==> src/rtl/reg_file_wb.sv <==
// Four-entry register file with two combinational read ports, one synchronous write port
// and a free-running scanner that cycles through the registers for debug display.
module reg_file_wb #(
   parameter int DATA_WIDTH = 8,
   parameter int ZERO_REG   = 1,
   parameter int SCAN_DIV   = 4
) (
   input  logic                  clk,
   input  logic                  rst,
   input  logic                  RegWrite,
   input  logic [1:0]            WriteAddr,
   input  logic [DATA_WIDTH-1:0] WriteData,
   input  logic [1:0]            ReadAddr1,
   input  logic [1:0]            ReadAddr2,
   output logic [DATA_WIDTH-1:0] ReadData1,
   output logic [DATA_WIDTH-1:0] ReadData2,
   output logic [1:0]            disp_addr,
   output logic [DATA_WIDTH-1:0] disp_data,
   output logic                  disp_tick
);

   localparam int CNT_W = (SCAN_DIV > 1) ? $clog2(SCAN_DIV) : 1;
   localparam logic [CNT_W-1:0] CNT_LAST = CNT_W'(SCAN_DIV - 1);

   logic [DATA_WIDTH-1:0] regs_q [4];
   logic [CNT_W-1:0]      cnt_q, cnt_d;
   logic [1:0]            disp_addr_q, disp_addr_d;
   logic                  disp_tick_q, disp_tick_d;
   logic                  wr_en;
   logic                  scan_step;

   // Writes to the hard-wired zero register are dropped here so the bypass ignores them too.
   assign wr_en = RegWrite && !((ZERO_REG != 0) && (WriteAddr == 2'd0));

   always_ff @(posedge clk or posedge rst) begin
      if (rst) begin
         for (int i = 0; i < 4; i++) begin
            regs_q[i] <= '0;
         end
      end else if (wr_en) begin
         regs_q[WriteAddr] <= WriteData;
      end
   end

   always_comb begin
      ReadData1 = regs_q[ReadAddr1];
      if (wr_en && (WriteAddr == ReadAddr1)) begin
         ReadData1 = WriteData;
      end
      if ((ZERO_REG != 0) && (ReadAddr1 == 2'd0)) begin
         ReadData1 = '0;
      end

      ReadData2 = regs_q[ReadAddr2];
      if (wr_en && (WriteAddr == ReadAddr2)) begin
         ReadData2 = WriteData;
      end
      if ((ZERO_REG != 0) && (ReadAddr2 == 2'd0)) begin
         ReadData2 = '0;
      end
   end

   always_comb begin
      scan_step   = (cnt_q == CNT_LAST);
      cnt_d       = scan_step ? '0 : cnt_q + CNT_W'(1);
      disp_addr_d = scan_step ? disp_addr_q + 2'd1 : disp_addr_q;
      disp_tick_d = scan_step;
   end

   always_ff @(posedge clk or posedge rst) begin
      if (rst) begin
         cnt_q       <= '0;
         disp_addr_q <= 2'd0;
         disp_tick_q <= 1'b0;
      end else begin
         cnt_q       <= cnt_d;
         disp_addr_q <= disp_addr_d;
         disp_tick_q <= disp_tick_d;
      end
   end

   assign disp_addr = disp_addr_q;
   assign disp_tick = disp_tick_q;
   assign disp_data = ((ZERO_REG != 0) && (disp_addr_q == 2'd0)) ? '0 : regs_q[disp_addr_q];

endmodule

==> config.mk <==
export PLATFORM = sky130hd
export DESIGN_NAME = reg_file_wb
export DESIGN_NICKNAME = d
export VERILOG_FILES = /design/src/rtl/reg_file_wb.sv
export SDC_FILE = /design/constraint.sdc
export NUM_CORES = 1
export LEC_CHECK = 0
export ABC_AREA = 1
export CELL_PAD_IN_SITES_DETAIL_PLACEMENT = 2
export CELL_PAD_IN_SITES_GLOBAL_PLACEMENT = 2
export CORE_MARGIN = 2
export CORE_UTILIZATION = 30
export CTS_BUF_LIST = sky130_fd_sc_hd__clkbuf_8
export CTS_CLUSTER_DIAMETER = 120
export CTS_CLUSTER_SIZE = 8
export DETAILED_ROUTE_END_ITERATION = 7
export GPL_ROUTABILITY_DRIVEN = 0
export PLACE_DENSITY = 0.89
export SLEW_MARGIN = 20
export SYNTH_ARGS = -nofsm -noshare
export SYNTH_HDL_FRONTEND = slang
export SYNTH_SLANG_ARGS = --single-unit
==> constraint.sdc <==
create_clock -name clk -period 4 [get_ports clk]
set_input_delay 0.6 -clock clk [delete_from_list [all_inputs] [get_ports clk]]
set_output_delay 0.6 -clock clk [all_outputs]
set_load 0.005 [all_outputs]
=== Word-level counts from Yosys, hierarchy flattened ===
Index checks and enable logic that the tools add are counted.

* Register bits: 37
* Bits of input ports: 17
* Output and inout bits: 27
* Word-level logic and storage cells: 48

* Add/subtract/negate cells: 2
* Order comparisons: 5
* Equality and inequality tests: 3
* Multiplexer cells: 18
* Bitwise operators: 4
* Reduce and logical (&&, ||, !) cells: 9

{| class="wikitable"
|+ Operators with widths
! cell !! count
|-
| $mux W8 || 12
|-
| $bmux W8 S2 || 3
|-
| $bwmux W32 || 1
|-
| $demux W8 S2 || 1
|-
| $ge A3 B3 Y1 const B || 4
|-
| $not A2 Y3 || 4
|-
| $logic_not A2 Y1 || 4
|-
| $add A2 B1 Y2 const B || 2
|-
| $eq A2 B2 Y1 || 2
|-
| $logic_and A1 B1 Y1 || 4
|-
| $lt A3 B1 Y1 const B || 1
|-
| $eq A2 B2 Y1 const B || 1
|-
| $mux W2 || 1
|-
| $logic_not A1 Y1 || 1
|}

=== Depth between registers and ports, before layout ===
* Depth in word-level cells: 6
* Mapped depth: 9
* Gate-level depth less buffers: 7

=== Least setup slack after synthesis ===
OpenSTA, ideal clock, no wires.

* Path kind: input port to output port
* From: input port ReadAddr1[0]
* To: output port ReadData1[0]
* Data arrival time: 1.291 ns
* Setup slack: 2.109 ns
* Stages on the path: 8
* Cell sequence: buf_6 > inv_4 > nand2_1 > nand2_4 > nand3_4 > nand2_1 > inv_1 > nor2_1

* Cells in the longest elaborated chain, start to end: 6
* Elaborated cells between the ends (all ways): 9
* Classes of those cells: eq/ne: 1; mux: 5; bitwise: 1; reduce/logical: 2

{| class="wikitable"
|+ Ends and longest elaborated chain
! item !! RTL line !! source
|-
| start, declared || 13 || <nowiki>input logic [1:0] ReadAddr1,</nowiki>
|-
| $not A2 Y3 (not written as such) || 46 || <nowiki>ReadData1 = regs_q[ReadAddr1];</nowiki>
|-
| $bmux W8 S2 || 46 ||
|-
| $mux W8 (not written as such) (2 in a row) || 46 ||
|-
| $mux W8 || 47 || <nowiki>if (wr_en && (WriteAddr == ReadAddr1)) begin</nowiki>
|-
| $mux W8 * || 50 || <nowiki>if ((ZERO_REG != 0) && (ReadAddr1 == 2'd0)) begin</nowiki>
|-
| end, declared || 15 || <nowiki>output logic [DATA_WIDTH-1:0] ReadData1,</nowiki>
|}

Every way passes the cells marked *; elsewhere a longest branch is shown, timed or not. The select of a mux whose other input is x is not followed.

=== Worst setup path in the final report ===
* From: input port ReadAddr1[0]
* To: output port ReadData1[5]

The elaborated chain is that of the path after synthesis.

==> results.py <==
metrics = {
    "outcome": {
        "status": "finished, final reports clean",
    },
    "yosys": {
        "yosys_register_bits": 37,
        "synth.distinct_cells": 21,
        "postSynthAreaPerCell_um2": 6.53,
        "ys_warn_count": 0,
        "synth_area_mm2": 0.00266,
        "yosysTopAreaCell": "dfrtp_1",
        "synthCells": 408,
        "synth_nets": 427,
        "ys_seq_area_frac": 0.348,
        "yosys-top-cells-area": "dfrtp_1, nand2_1, o21ai_0, nor2_1, nand3_1",
        "synth_top_cell_area_share": 0.348,
    },
    "setup_path": {
        "ff2ff_setup_slack_ps": 2190,
        "worst_setup_path_end_kind": "output port",
        "crit_type": "input port to output port",
        "path_max_fanout": 10,
        "cp_slowest_cell": "clkdlybuf4s50_1",
        "start_kind": "input port",
        "rr_worst_depth": 4,
        "cp.required_ps": 3400,
        "crit_chain": "clkdlybuf4s50_1 > buf_4 > nand2_1 > nand2_4 > nand3_4 > nand2_1 > inv_1 > nor2_1 > clkdlybuf4s50_1",
        "reg2reg_to": "disp_addr[1]",
        "crit_path_max_incr_delay_ps": 690,
        "crit_arrival_ps": 2690,
        "r2r-start": "disp_addr[0]",
    },
    "final_layout": {
        "nFillCells": 1101,
        "antenna_cells": 0,
        "nets": 455,
        "final_util": 0.365,
        "layout.area.seq_um2": 926,
        "area_delta_synth_final_pct": 18.8,
        "multi_input_area_mm2": 0.00141,
        "drive_above_1_share": 0.0618,
    },
    "power_and_ir_drop": {
        "p_per_area_mw_per_mm2": 322,
        "power.internal_w": 0.000648,
        "leakage_nw": 1.55,
        "p_comb_frac": 0.277,
        "pwr-share-seq": 0.471,
        "clkPwrFrac": 0.252,
        "ir_worst_vdd_uv": 154,
        "p_sw_w": 0.000371,
        "p_sw_frac": 0.364,
    },
    "worst_hold_path": {
        "holdPathStages": 0,
        "hold_path_startpoint": "regs_q[30]",
        "min_path_type": "flip-flop to flip-flop",
        "min_to": "regs_q[30]",
    },
    "global_route": {
        "overflow": 0,
        "antenna_found_initial": 0,
        "grt_max_degree": 38,
        "grt_pass1_vias": 3099,
        "grt_pass1_wl_mm": 17.2,
        "grt_use_total": 0.229,
    },
    "timing": {
        "finClkSkew_ps": 0.364,
        "hold_viol_final": 0,
        "fmax_mhz": 304,
        "maxSlewHeadroom": 0.566,
        "fin_crit_ps": 3290,
        "setup_viol": 0,
        "final_max_slew_viol_count": 0,
        "grt_setup_unrepaired": "no",
        "post-route-period-util": 0.824,
        "setup-tns-final_ps": 0,
        "worstMarginPinSlew_ps": 649,
    },
    "die": {
        "fp.dieW_um": 98.2,
        "num_io_pins": 44,
        "fp.coreArea_mm2": 0.00868,
        "row_count": 34,
        "die_area_mm2": 0.00965,
        "dieHeight_um": 98.2,
        "initial_core_util": 0.307,
    },
    "run": {
        "maxCapViolCount": 0,
    },
    "routing": {
        "wire_per_inst_um": 19.9,
        "routed_wl_mm": 10.8,
        "via_per_inst": 5.24,
        "first_pass_iters": 4,
        "ant_nets": 0,
        "vias": 2857,
        "drcViolationCount": 0,
        "drt_iter0_drc": 148,
    },
    "clock_tree": {
        "clock_path_buffers": 2,
        "cts.sinks": 37,
        "holdBufCountCts": 0,
        "ctsResizeCount": 0,
        "postCtsSetupBuffers": 0,
        "cts_buffers": 5,
        "cts_tree": "done",
        "clkTransAtPathRegs_ps": 70,
        "h-tree-depth": 2,
        "root_buffer": "clkbuf_8",
        "clk_latency_ps": 280,
    },
    "placement": {
        "place_hpwl_mm": 8.12,
        "port_buffers": 43,
    },
}
## metal layers
layer,part of all wire,GRT usage
met5,0,0
met4,0.014,0.0611
met3,0.047,0.0358
met2,0.51,0.401
met1,0.43,0.295
## kinds of logic after synthesis
family / Yosys count / synth area share
and+or+nand+nor: 256 / 0.422
AOI/OAI and AO/OA: 51 / 0.0958
adders and majority gates: 2 / 0.00939
DFF: 37 / 0.348
xor gates and xnor gates: 1 / 0.00329
buffers and inverters: 61 / 0.122
## state kept, by name, summed over array words and instances (netlist names)
| name | cells |
|---|---|
| regs_q | 32 |
| cnt_q | 2 |
| disp_addr | 2 |
| disp_tick | 1 |
## metrics by stage
step           cell area, um2  hold WS (ps)  worst slack, ps  instances  power (W)
2_1_floorplan            2660           403             2110        408   0.000623
3_5_place_dp             3080           419              682        537   0.000769
3_3_place_gp             3080           413              762        537   0.000750
6_report                 3160           428              706        545    0.00102
4_1_cts                  3160           436              681        545    0.00103
5_1_grt                  3160           452              570        545    0.00109
## worst max-delay path by stage
stage            startpoint            to  slack [ps]  cells past startpoint
2_1_floorplan  ReadAddr1[0]  ReadData1[0]        2110                      8
3_3_place_gp   ReadAddr1[0]  ReadData1[5]         760                      9
3_5_place_dp   ReadAddr1[0]  ReadData1[5]         680                      9
4_1_cts        ReadAddr1[0]  ReadData1[5]         680                      9
5_1_grt        ReadAddr1[0]  ReadData1[5]         570                      9
6_report       ReadAddr1[0]  ReadData1[5]         710                      9
## layout make-up
class                      instances  area share
inverter                          36      0.0474
clock inverter                     3     0.00554
clock buffer                       5      0.0217
tap                              108      0.0427
timing repair buffer              46       0.143
multi-input combinational        310       0.447
sequential                        37       0.293
## cell usage after synthesis
cell type	n
nand2_4	6
nand3_4	2
inv_4	2
buf_2	4
ha_1	2
buf_1	1
clkbuf_1	8
inv_1	31
a21oi_1	10
buf_4	4
buf_6	8
inv_2	1
dfrtp_1	37
o21ai_0	41
inv_6	2
nand3_1	35
xor2_1	1
nand2_1	145
nand2_2	3
nor2_1	49
nand4_1	16
## worst max-delay path: cells and delay by family
kind / cells / cell delay (ps)
buf+inv: 4 / 1490
simple gates: 5 / 600
## placed cells by master, fill, tap and decap left out, drive strengths merged
cell type	synthesis	final
nor2	49	49
dfrtp	37	37
clkinvlp	0	1
xor2	1	1
inv	36	36
nand4	16	16
buf	17	3
nand3	37	37
clkinv	0	2
ha	2	2
clkbuf	8	5
o21ai	41	41
clkdlybuf4s50	0	43
a21oi	10	10
nand2	154	154
## power groups by stage
| stage | logic, W | clock network [W] | registers [W] |
|---|---|---|---|
| floorplan | 0.000176 | 0 | 0.000447 |
| global placement | 0.000266 | 0 | 0.000483 |
| detailed placement | 0.000285 | 0 | 0.000484 |
| CTS | 0.000286 | 0.000262 | 0.000478 |
| global route | 0.000321 | 0.000281 | 0.000483 |
| finish | 0.000282 | 0.000257 | 0.000480 |
Note: power is estimated with default switching activity, not from simulation.
